`src/rtl/mul4_pkg.sv`:
```
// Shared types and constants for the sequential 4x4 shift-add multiplier.
package mul4_pkg;

    // Operand width supported by the adder4 datapath.
    localparam int W = 4;

    // Number of shift-add iterations, one per multiplier bit.
    localparam int STEPS = 4;

    // Controller states: waiting for operands, iterating, holding the result.
    typedef enum logic [1:0] {
        IDLE = 2'd0,
        RUN  = 2'd1,
        DONE = 2'd2
    } state_t;

endpackage

```
`src/rtl/adder4.sv`:
```
// Combinational 4-bit ripple adder with carry-in and carry-out.
module adder4 (
    input  logic [3:0] x,
    input  logic [3:0] y,
    input  logic       cin,
    output logic [3:0] s,
    output logic       cout
);

    // Single 5-bit sum split into carry and sum bits.
    always_comb begin
        {cout, s} = {1'b0, x} + {1'b0, y} + {4'b0000, cin};
    end

endmodule

```
`src/rtl/mul4_seq.sv`:
```
// Sequential unsigned multiplier: one shift-add step per clock over four
// cycles, with valid/ready handshakes on operand input and product output.
// Only W=4 is meaningful because the datapath is the fixed-width adder4.
module mul4_seq
    import mul4_pkg::*;
#(
    parameter int W = mul4_pkg::W
) (
    input  logic           clk,
    input  logic           rst,
    input  logic           in_valid,
    output logic           in_ready,
    input  logic [W-1:0]   a,
    input  logic [W-1:0]   b,
    output logic           out_valid,
    input  logic           out_ready,
    output logic [2*W-1:0] p
);

    state_t         state;
    state_t         state_next;
    logic [W-1:0]   mcand;
    logic [2*W-1:0] prod;
    logic [1:0]     step;
    logic [W-1:0]   sum;
    logic           carry;
    logic [W:0]     upper_next;
    logic           last_step;

    // The single adder always sees the running upper half and the multiplicand;
    // whether its result is used is decided by the mux below.
    adder4 u_adder (
        .x    (prod[2*W-1:W]),
        .y    (mcand),
        .cin  (1'b0),
        .s    (sum),
        .cout (carry)
    );

    assign last_step = (step == 2'(STEPS - 1));
    assign p         = prod;

    // Add/no-add select on the current multiplier LSB, carry kept as bit W.
    always_comb begin
        upper_next = {1'b0, prod[2*W-1:W]};
        if (prod[0]) begin
            upper_next = {carry, sum};
        end
    end

    // State register; reset aborts any operation in flight.
    always_ff @(posedge clk or posedge rst) begin
        if (rst) begin
            state <= IDLE;
        end else begin
            state <= state_next;
        end
    end

    // Next-state and handshake outputs.
    always_comb begin
        state_next = state;
        in_ready   = 1'b0;
        out_valid  = 1'b0;
        case (state)
            IDLE: begin
                in_ready = 1'b1;
                if (in_valid) begin
                    state_next = RUN;
                end
            end
            RUN: begin
                if (last_step) begin
                    state_next = DONE;
                end
            end
            DONE: begin
                out_valid = 1'b1;
                if (out_ready) begin
                    state_next = IDLE;
                end
            end
            default: begin
                state_next = IDLE;
            end
        endcase
    end

    // Datapath: capture operands on accept, then shift the partial product
    // right each RUN cycle; prod holds steady in IDLE and DONE.
    always_ff @(posedge clk or posedge rst) begin
        if (rst) begin
            prod  <= '0;
            mcand <= '0;
            step  <= 2'd0;
        end else begin
            case (state)
                IDLE: begin
                    if (in_valid) begin
                        mcand <= a;
                        prod  <= {{W{1'b0}}, b};
                        step  <= 2'd0;
                    end
                end
                RUN: begin
                    prod <= {upper_next, prod[W-1:1]};
                    step <= step + 2'd1;
                end
                default: begin
                end
            endcase
        end
    end

endmodule

```
`config.mk`:
```
export PLATFORM = sky130hd
export DESIGN_NAME = mul4_seq
export DESIGN_NICKNAME = d
export VERILOG_FILES = /design/src/rtl/mul4_pkg.sv /design/src/rtl/adder4.sv /design/src/rtl/mul4_seq.sv
export SDC_FILE = /design/constraint.sdc
export NUM_CORES = 1
export LEC_CHECK = 0
export ABC_AREA = 0
export CORE_MARGIN = 4
export CORE_UTILIZATION = 43
export CTS_CLUSTER_DIAMETER = 50
export DETAILED_ROUTE_END_ITERATION = 8
export GPL_TIMING_DRIVEN = 1
export PLACE_DENSITY_LB_ADDON = 0.2
export REMOVE_ABC_BUFFERS = 1
export SLEW_MARGIN = 20
export SYNTH_ARGS = -nofsm -noshare
export SYNTH_HDL_FRONTEND = slang
export SYNTH_HIERARCHICAL = 1
export SYNTH_SLANG_ARGS = --single-unit
```
`constraint.sdc`:
```
create_clock -name clk -period 1.6 [get_ports clk]
set_input_delay 0.32 -clock clk [delete_from_list [all_inputs] [get_ports clk]]
set_output_delay 0.32 -clock clk [all_outputs]
set_load 0.1 [all_outputs]
```
# Word level (Yosys, flattened, before mapping)
# Cells that the tools add are included.
# word_totals
register_bits	16
inputBits	12
elab_cells	28
# op_classes
add_sub_neg	2
n_eq_ne	6
n_mux	11
reduce_logical	5
# ops
operator	count
case mux 8 bit (2 select lines)	1
2-to-1 mux 2 bit	4
2-to-1 mux 8 bit	1
inequality test 2 bit, second input constant	3
case mux 2 bit (3 select lines)	1
adder 4 x 4 -> 5 bit	1
2-to-1 mux 5 bit	1
equality test 2 bit, second input constant	2
case mux 2 bit (2 select lines)	1
AND reduction 2 bit	2
AND reduction 3 bit	1
adder 2 x 1 -> 2 bit, second input constant	1
equality test 2 x 1 -> 1 bit, second input constant	1
zero test 2 bit	1
2-to-1 mux 1 bit	2
nonzero test 2 bit	1

# Longest topological paths before layout
# Gate-level depths: netlist (run 1).
# logic_depth
ltp_word	3
ltp_mapped	8
mapped_depth_nobuf	8

# By module
# The synthesis (run 1) kept the hierarchy.
# by_module_without_submodules
module	n_inst	cells_each	area_each_um2	seq_area_each_um2
mul4_seq	1	70	767.0	400.4
adder4	1	16	143.9	0.0

# Least setup slack after synthesis (run 1)
# Ideal clock, no wire load.
# synth_timing
path_kind	register to register
startpoint	reg state[0]
endpoint	reg state[1]
t_arrival_ns	2.194
required_time_ns	1.526
path_slack_ns	-0.669
path_stages_with_launch	4
path_buffers	1
cell_sequence	dfrtp_1 > buf_2 > nor2b_1 > a22o_1
# synth_via
elab_chain_cells	3
word_cells_on_any_way	8
# synth_lines
item	line	text
from (decl)	mul4_seq.sv:20	state_t state;
from (signal assigned)	mul4_seq.sv:56	state <= state_next;
equality test 2 x 1 -> 1 bit (tied with other cells)	mul4_seq.sv:65	case (state)
inequality test 2 bit (no source line)	-	
AND reduction 3 bit (no source line)	-	
# Parallel ways exist; a longest one is shown, timed or not.
# A chain may end at the register's enable or synchronous reset.

# Final worst setup path (run 1)
# layout_timing
startpoint	reg prod[4] (netlist: p[4])
endpoint	reg prod[4] (netlist: p[4])
# layout_via
elab_chain_cells	3
# layout_lines
item	line	text
from (decl)	mul4_seq.sv:23	logic [2*W-1:0] prod;
from (signal assigned)	mul4_seq.sv:101	prod <= {{W{1'b0}}, b};
from (signal assigned)	mul4_seq.sv:106	prod <= {upper_next, prod[W-1:1]};
adder 4 x 4 -> 5 bit	adder4.sv:12	{cout, s} = {1'b0, x} + {1'b0, y} + {4'b0000, cin};
net sum[1]	mul4_seq.sv:25	logic [W-1:0] sum;
2-to-1 mux 5 bit	mul4_seq.sv:46	if (prod[0]) begin
case mux 8 bit (2 select lines)	mul4_seq.sv:97	case (state)
# The timed path passes the listed nets, and every way through them passes these cells.

==> results.ini, run 1 <==
[timing]
slew_viol_final = 0
max_freq_ghz = 0.6176
fin_ws_ns = -0.01927
fin_skew_ns = 0.003374
period_minus_slack_ns = 1.619
final_hold_viol_count = 0
whs_ns = 0.3410
fin_crit_sh_pct = 101.2
rsz0062_at_grt = true
finalSetupViolCount = 2

[drt]
routed_wl_microns = 1982
drc_errors = 0
via_per_inst = 4.972
vias = 701
dr.first_iter.drc_count = 4
ant_nets = 0
routedWlPerCell_microns = 14.06
dr.pass1.iters = 4

[floorplan]
die_x_microns = 54.03
die_h_microns = 54.03
start_util_pct = 45.96
row_count = 16
dieArea_sq_um = 2919
ios = 22
core_region_area_sq_um = 1982

[synth]
synth_area_per_cell_sq_um = 10.59
synth_area_leaders = dfrtp_1 44%, mux2_4 6.6%, ha_1 5.5%, fa_1 4.4%, mux2i_1 4.4%
seq_area_frac_synth_pct = 43.96
netlist_instances = 86
synth.distinct_cells = 27
synth-seq-cells = 16
synth_top_area_share_pct = 43.96
ys_warn_count = 6
yosysTopAreaCell = dfrtp_1
syn-cell-area_sq_um = 910.9

[cts]
clockBufferDepth = 2
clk_pin_slew_ns = 0.10
clock_sinks = 16
htreeDepth = 1
worstSkewPairLatency_ns = 0.29
clock-root-buffer = clkbuf_4
cts_tree = built
postCtsSetupBuffers = 0
numCtsBuffers = 3

[critical_path]
cp_max_fo = 2
end_kind = flop
critPathRequiredTime_ns = 1.81
crit_arrival_ns = 1.83
crit_top_cell = fa_2
slowest_stage = dfrtp_1
cp_cell_sequence = fa_2 -> inv_2 -> fa_2 -> inv_1 -> mux2i_1 -> o22ai_1
critPathLaunchType = flop
critPathKind = flop to flop
critical-path-top-delay-family = adder cells
slowest_delay_ns = 0.42
critPathBufInv = 2

[global_routing]
overflow = 0
grt_max_degree = 17
track_usage_pct = 15.56
antenna_found_initial = 0
grt_pass1_vias = 713
grt_pass1_wl_microns = 3160

[place]
post-dp-hpwl_microns = 1469
place_congestion = 0.8077
port-buffer-count = 21
place_area_sq_um = 1281
preCtsSetupSlack_ns = -0.08429

[finish]
drive_gt1_share_pct = 28.95
syn2layout_area_growth_pct = 46.70
final_nets = 133
multi_input_area_sq_um = 473.0
ff_latch_area_sq_um = 400.4
antennaDiodeCount = 0
design_area_sq_um = 1336
fillerInstances = 155

[run_status]
outcome = complete, but fails checks
violations = negative setup slack

[flow_run]
maxCapViolCount = 0

[min_path]
holdCritPathClass = primary input to asynchronous set/reset pin

[cells in the mapped netlist]
master,instances
mux2i_1,4
and3b_1,3
a2bb2oi_1,1
fa_1,2
o21bai_1,2
nor2_2,1
buf_2,3
xnor2_1,2
ha_1,4
nand3_1,1
nand2_1,10
and2_4,1
nor3b_1,1
a22o_1,1
and2b_1,1
o21ai_0,7
mux2_4,4
dfrtp_1,16
a21oi_2,1
a21o_1,1
nor2b_1,2
inv_1,7
a21oi_1,4
buf_6,1
nand2b_1,2
conb_1,1
o22ai_1,3
[cell type report]
class	instances	area share, %
multi-input combinational	59	35.39
sequential	16	29.96
timing repair buffer	28	27.43
clock buffer	4	2.715
tap	27	2.528
inverter	7	1.966
[logic make-up (layout without fill, tap and decap cells)]
group	count (synthesis)	after routing	share of synthesized area, %
and+or+nand+nor	22	22	13.60
AOI/OAI and AO/OA	20	20	13.46
DFF	16	16	43.96
buffers and inverters	11	39	5.769
muxes	8	8	10.99
adders and majority gates	6	6	9.891
xor gates and xnor gates	2	2	1.923
other	1	1	0.4117
[cells in the final DEF (no fill, tap or decap), drive strengths merged, types with 2 or more instances in the layout]
cell type      instances
a21oi                  5
and3b                  3
dfrtp                 16
buf                   17
nor2b                  2
clkdlybuf4s50         11
inv                    7
nand2                 10
o22ai                  3
ha                     4
mux2i                  4
xnor2                  2
o21ai                  7
o21bai                 2
mux2                   4
nand2b                 2
clkbuf                 4
fa                     2
[per-stage QoR]
stage	TNS (ns)	util (%)	instances
after CTS	-0.009237	67.05	141
final	-0.02281	67.42	141
after detailed placement	-0.2378	64.65	137
after global routing	-0.4277	67.42	141
after floorplan	-6.238	-	82
after global placement	-0.03017	64.65	137
[registers in the layout (all words and copies together) (netlist names)]
name   cells
p          8
mcand      4
state      2
step       2
[path summary, 6_finish.rpt]
check	end	cells past startpoint	slack [ns]	startpoint
min in group clk	step[0]$_DFFE_PP0P_	1	0.53	step[0]$_DFFE_PP0P_
min reg2reg	step[0]$_DFFE_PP0P_	1	0.53	step[0]$_DFFE_PP0P_
max in group asynchronous	step[0]$_DFFE_PP0P_	3	1.08	rst
max	p[4]$_DFFE_PP0P_	6	-0.02	p[4]$_DFFE_PP0P_
max reg2reg	p[4]$_DFFE_PP0P_	6	-0.02	p[4]$_DFFE_PP0P_
min	p[4]$_DFFE_PP0P_	3	0.34	rst
[what timing repair did]
| item | in CTS | in global routing |
|---|---|---|
| cloned | 0 | 0 |
| pin swaps | 2 | 5 |
| resized for setup | 5 | 3 |
| setup endpoints to repair | 5 | 5 |
| hold buffers | 0 | 0 |
[worst min-delay path, delay by kind of cell]
kind / cells / cell delay (ns)
buffers and inverters: 3 / 0.69
[per-layer routing]
metal	wire, microns	global-route usage (%)	vias to the layer above
li1	-	-	348
met1	967	20.14	329
met2	889	25.81	20
met3	95	2.493	4
met4	29	6.224	0
met5	0	0	-
Power of run 1 is left out: the tool's default activity adds up to more than one toggle a clock period on the data nets, which glitch-free logic cannot reach.
==> run 2, diff against run 1 <==
Settings changed: CORE_UTILIZATION 43 to 25.
==> run 2 against run 1 <==
Against the previous run: the run now ends clean; non-clock buffer count up 1; clock skew down 0.00086 ns; first-iteration DRC count rose to 4.0 times the previous value; die area up 60%; critical path type unchanged; design area up 0.47%; worst setup slack better by 0.031 ns; maximum frequency up 2.0%; utilization down 28 points; register-to-register slack better by 0.03 ns; count of clock-buffer cells in the layout down 1; hold slack worse by 0.0060 ns; critical path depth up 1; highest routed layer unchanged.
==> results.ini, run 2 (synthesis results as in run 1) <==
[place]
place_congestion = 0.8217
port-buffer-count = 21
place_inst = 157
preCtsSetupSlack_ns = -0.07310
post-dp-hpwl_microns = 1512

[cts]
numCtsBuffers = 3
clk_pin_slew_ns = 0.09
clock_sinks = 16
clock-root-buffer = clkbuf_4
cts_tree = built
postCtsSetupBuffers = 0
clockBufferDepth = 2
worstSkewPairLatency_ns = 0.29
htreeDepth = 1

[critical_path]
rr_startpoint = p[4]$_DFFE_PP0P_
critPathKind = flop to flop
timing.rr.end = p[5]$_DFFE_PP0P_
r2r_slack_ns = 0.01
end_kind = flop
crit_arrival_ns = 1.75
cp_max_fo = 2
r2r_cells = 7
critPathLaunchType = flop
critPathRequiredTime_ns = 1.76

[timing]
final_hold_viol_count = 0
fin_skew_ns = 0.002517
finalSetupViolCount = 0
fin_crit_sh_pct = 99.26
fin_ws_ns = 0.01177
max_freq_ghz = 0.6296
period_minus_slack_ns = 1.588
slew_viol_final = 0
rsz0062_at_grt = true

[floorplan]
core_region_area_sq_um = 3416
ios = 22
row_count = 21
die_h_microns = 68.36
dieArea_sq_um = 4673
start_util_pct = 26.67
die_x_microns = 68.36

[finish]
largest_reg_flops = 8
antennaDiodeCount = 0
syn2layout_area_growth_pct = 47.39
layout_commonest_cell = dfrtp_1
final_cells = 160
drive_gt1_share_pct = 28.95
final_nets = 134
final_cell_mix = 16 x dfrtp_1, 11 x clkdlybuf4s50_1, 10 x nand2_1, 10 x buf_12, 8 x buf_4
fillerInstances = 352

[drt]
dr.pass1.iters = 4
dr.first_iter.drc_count = 16
routedWlPerCell_microns = 11.98
routed_wl_microns = 1917
via_per_inst = 4.306
ant_nets = 0
vias = 689
drc_errors = 0

[global_routing]
antenna_found_initial = 0
overflow = 0
track_usage_pct = 9.801
grt_pass1_vias = 744
grt_max_degree = 17
grt_pass1_wl_microns = 3401

[flow_run]
maxCapViolCount = 0

[min_path]
holdCritPathClass = primary input to asynchronous set/reset pin

[run_status]
outcome = finished, final reports clean

## run 2: final cells by class
class	count	area [sq um]	area share, %
clock buffer	3	22.52	1.678
tap	46	57.56	4.287
multi-input combinational	59	465.4	34.67
inverter	7	26.28	1.957
timing repair buffer	29	370.4	27.59
sequential	16	400.4	29.82
## run 2: how the worst max path moves through the flow
stage	from	endpoint	cells after the start	slack, ns
detailed placement	mcand[0]$_DFFE_PP0P_	p[4]$_DFFE_PP0P_	6	-0.07
global route	p[4]$_DFFE_PP0P_	p[5]$_DFFE_PP0P_	7	-0.11
floorplan	p[4]$_DFFE_PP0P_	p[7]$_DFFE_PP0P_	8	-0.60
global placement	mcand[0]$_DFFE_PP0P_	p[4]$_DFFE_PP0P_	6	-0.02
finish	p[4]$_DFFE_PP0P_	p[5]$_DFFE_PP0P_	7	0.01
CTS	p[4]$_DFFE_PP0P_	p[5]$_DFFE_PP0P_	7	-0.008
## run 2: repair_timing
action	CTS	global route
setup endpoints to repair	5	5
hold buffers	0	0
gates resized for setup	3	4
pin swaps	2	2
gates cloned	0	0
## run 2: worst max-delay path, stage by stage (launching register included)
cell and delay [ns]:
dfrtp_1 0.39, fa_2 0.23, inv_2 0.04, fa_2 0.33, buf_4 0.14, xnor2_1 0.12
mux2i_1 0.14, o22ai_1 0.09
## run 2: layer usage
layer  vias to the layer above  global-route usage, %  routed length [microns]
li1                        346                      -                        -
met1                       328                  12.26                      887
met2                        11                  16.13                      937
met3                         4                 0.9852                       47
met4                         0                  5.955                       44
met5                         -                      0                        0
## run 2: metrics by stage
step	instance area [sq um]	utilization [%]	hold WS (ns)	TNS, ns
6_report	1343	39.30	0.3350	0
5_1_grt	1343	39.30	0.3441	-0.3010
4_1_cts	1343	39.30	0.3375	-0.008082
3_5_place_dp	1313	38.42	0.5021	-0.2040
3_3_place_gp	1313	38.42	0.4924	-0.02041
2_1_floorplan	884.6	-	0.2337	-6.238
Power of run 2 is left out for the same reason.
==> run 3, diff against run 2 <==
Settings changed: CAP_MARGIN from default to 15, CORE_ASPECT_RATIO from default to 0.9, CORE_UTILIZATION 25 to 43.
==> run 3 against run 2 <==
Against the previous run: the run now ends with negative setup slack left; critical endpoint is now p[4]$_DFFE_PP0P_; die area is 38% lower; critical path depth is 1 lower; first-iteration DRC count is the same; design area decreased by 2.4%; sequential share of layout area increased by 0.74 points; critical path type unchanged; highest routed layer unchanged.
==> results.ini, run 3 (synthesis results as in run 1) <==
[run_status]
outcome = complete, but fails checks
violations = negative setup slack

[global_routing]
grt_pass1_wl_microns = 3180
track_usage_pct = 14.39
antenna_found_initial = 0
overflow = 0
grt_pass1_vias = 716
grt_max_degree = 17

[place]
place_inst = 134
preCtsSetupSlack_ns = -0.08147
post-dp-hpwl_microns = 1500
port-buffer-count = 21
place_congestion = 0.7817
place_area_sq_um = 1271

[finish]
final_cells = 138
layout_commonest_cell = dfrtp_1
fillerInstances = 171
drive_gt1_share_pct = 25.66
final_nets = 132
final_cell_mix = 16 x dfrtp_1, 11 x clkdlybuf4s50_1, 10 x nand2_1, 10 x buf_12
largest_reg_flops = 8
design_area_sq_um = 1310
syn2layout_area_growth_pct = 43.82
antennaDiodeCount = 0

[drt]
dr.first_iter.drc_count = 16
routedWlPerCell_microns = 14.38
vias = 733
dr.pass1.iters = 4
drc_errors = 0
routed_wl_microns = 1984
via_per_inst = 5.312
ant_nets = 0

[timing]
fin_crit_sh_pct = 102.7
slew_viol_final = 0
rsz0062_at_grt = true
final_hold_viol_count = 0
max_freq_ghz = 0.6084
fin_skew_ns = 0.004196
period_minus_slack_ns = 1.644
finalSetupViolCount = 1
fin_ws_ns = -0.04363

[cts]
numCtsBuffers = 3
clock_sinks = 16
htreeDepth = 1
cts_tree = built
clk_pin_slew_ns = 0.10
worstSkewPairLatency_ns = 0.29
clock-root-buffer = clkbuf_4
postCtsSetupBuffers = 0
clockBufferDepth = 2
ctsHoldBuffers = 0

[critical_path]
end_kind = flop
cp_max_fo = 2
critPathRequiredTime_ns = 1.81
critPathLaunchType = flop
crit_arrival_ns = 1.86
critPathKind = flop to flop

[floorplan]
die_x_microns = 56.52
core_region_area_sq_um = 1971
ios = 22
die_h_microns = 51.67
row_count = 15
dieArea_sq_um = 2920
start_util_pct = 46.22

[flow_run]
maxCapViolCount = 0

[min_path]
holdCritPathClass = primary input to asynchronous set/reset pin

==> run 3: through the flow <==
step	setup TNS (ns)	hold slack, ns	util, %
floorplan	-6.238	0.2337	-
CTS	-0.03257	0.3556	66.48
detailed placement	-0.2011	0.4968	64.51
finish	-0.04363	0.3404	66.48
global route	-0.2412	0.3710	66.48
global placement	-0.01776	0.4903	64.51
==> run 3: critical path, cell delays in order (launching register included) <==
cell     delay, ns
dfrtp_1       0.42
fa_2          0.38
inv_2         0.06
fa_1          0.40
inv_1         0.08
mux2i_1       0.10
o22ai_1       0.13
==> run 3: path summary, 6_finish.rpt <==
| kind | from | slack, ns | depth (start not counted) | to |
|---|---|---|---|---|
| setup / recovery | p[4]$_DFFE_PP0P_ | -0.04 | 6 | p[4]$_DFFE_PP0P_ |
| hold / removal | rst | 0.34 | 3 | mcand[1]$_DFFE_PP0P_ |
| setup reg to reg | p[4]$_DFFE_PP0P_ | -0.04 | 6 | p[4]$_DFFE_PP0P_ |
| hold reg to reg | step[0]$_DFFE_PP0P_ | 0.51 | 1 | step[0]$_DFFE_PP0P_ |
| max in group asynchronous | rst | 1.07 | 3 | state[0]$_DFFE_PP0P_ |
| min in group clk | step[0]$_DFFE_PP0P_ | 0.51 | 1 | step[0]$_DFFE_PP0P_ |
==> run 3: layout make-up <==
cell class	count	area (sq um)	share of cell area, %
Multi-Input combinational cell	59	460.4	35.15
Sequential cell	16	400.4	30.56
Timing Repair Buffer	27	355.3	27.13
Clock buffer	4	36.28	2.770
Tap cell	25	31.28	2.388
Inverter	7	26.28	2.006
==> run 3: repair_timing <==
item                                    CTS  global route
gates resized for setup                   3             1
pin swaps                                 2             1
gates cloned                              0             0
endpoints found under the setup margin    3             3
==> run 3: per-layer routing <==
layer | up-vias | routed length [microns] | global-route usage [%]
met2 | 18 | 1007 | 25.19
met5 | - | 0 | 0
li1 | 348 | - | -
met3 | 4 | 113 | 4.715
met1 | 363 | 824 | 16.46
met4 | 0 | 38 | 5.138
Power of run 3 is left out for the same reason.
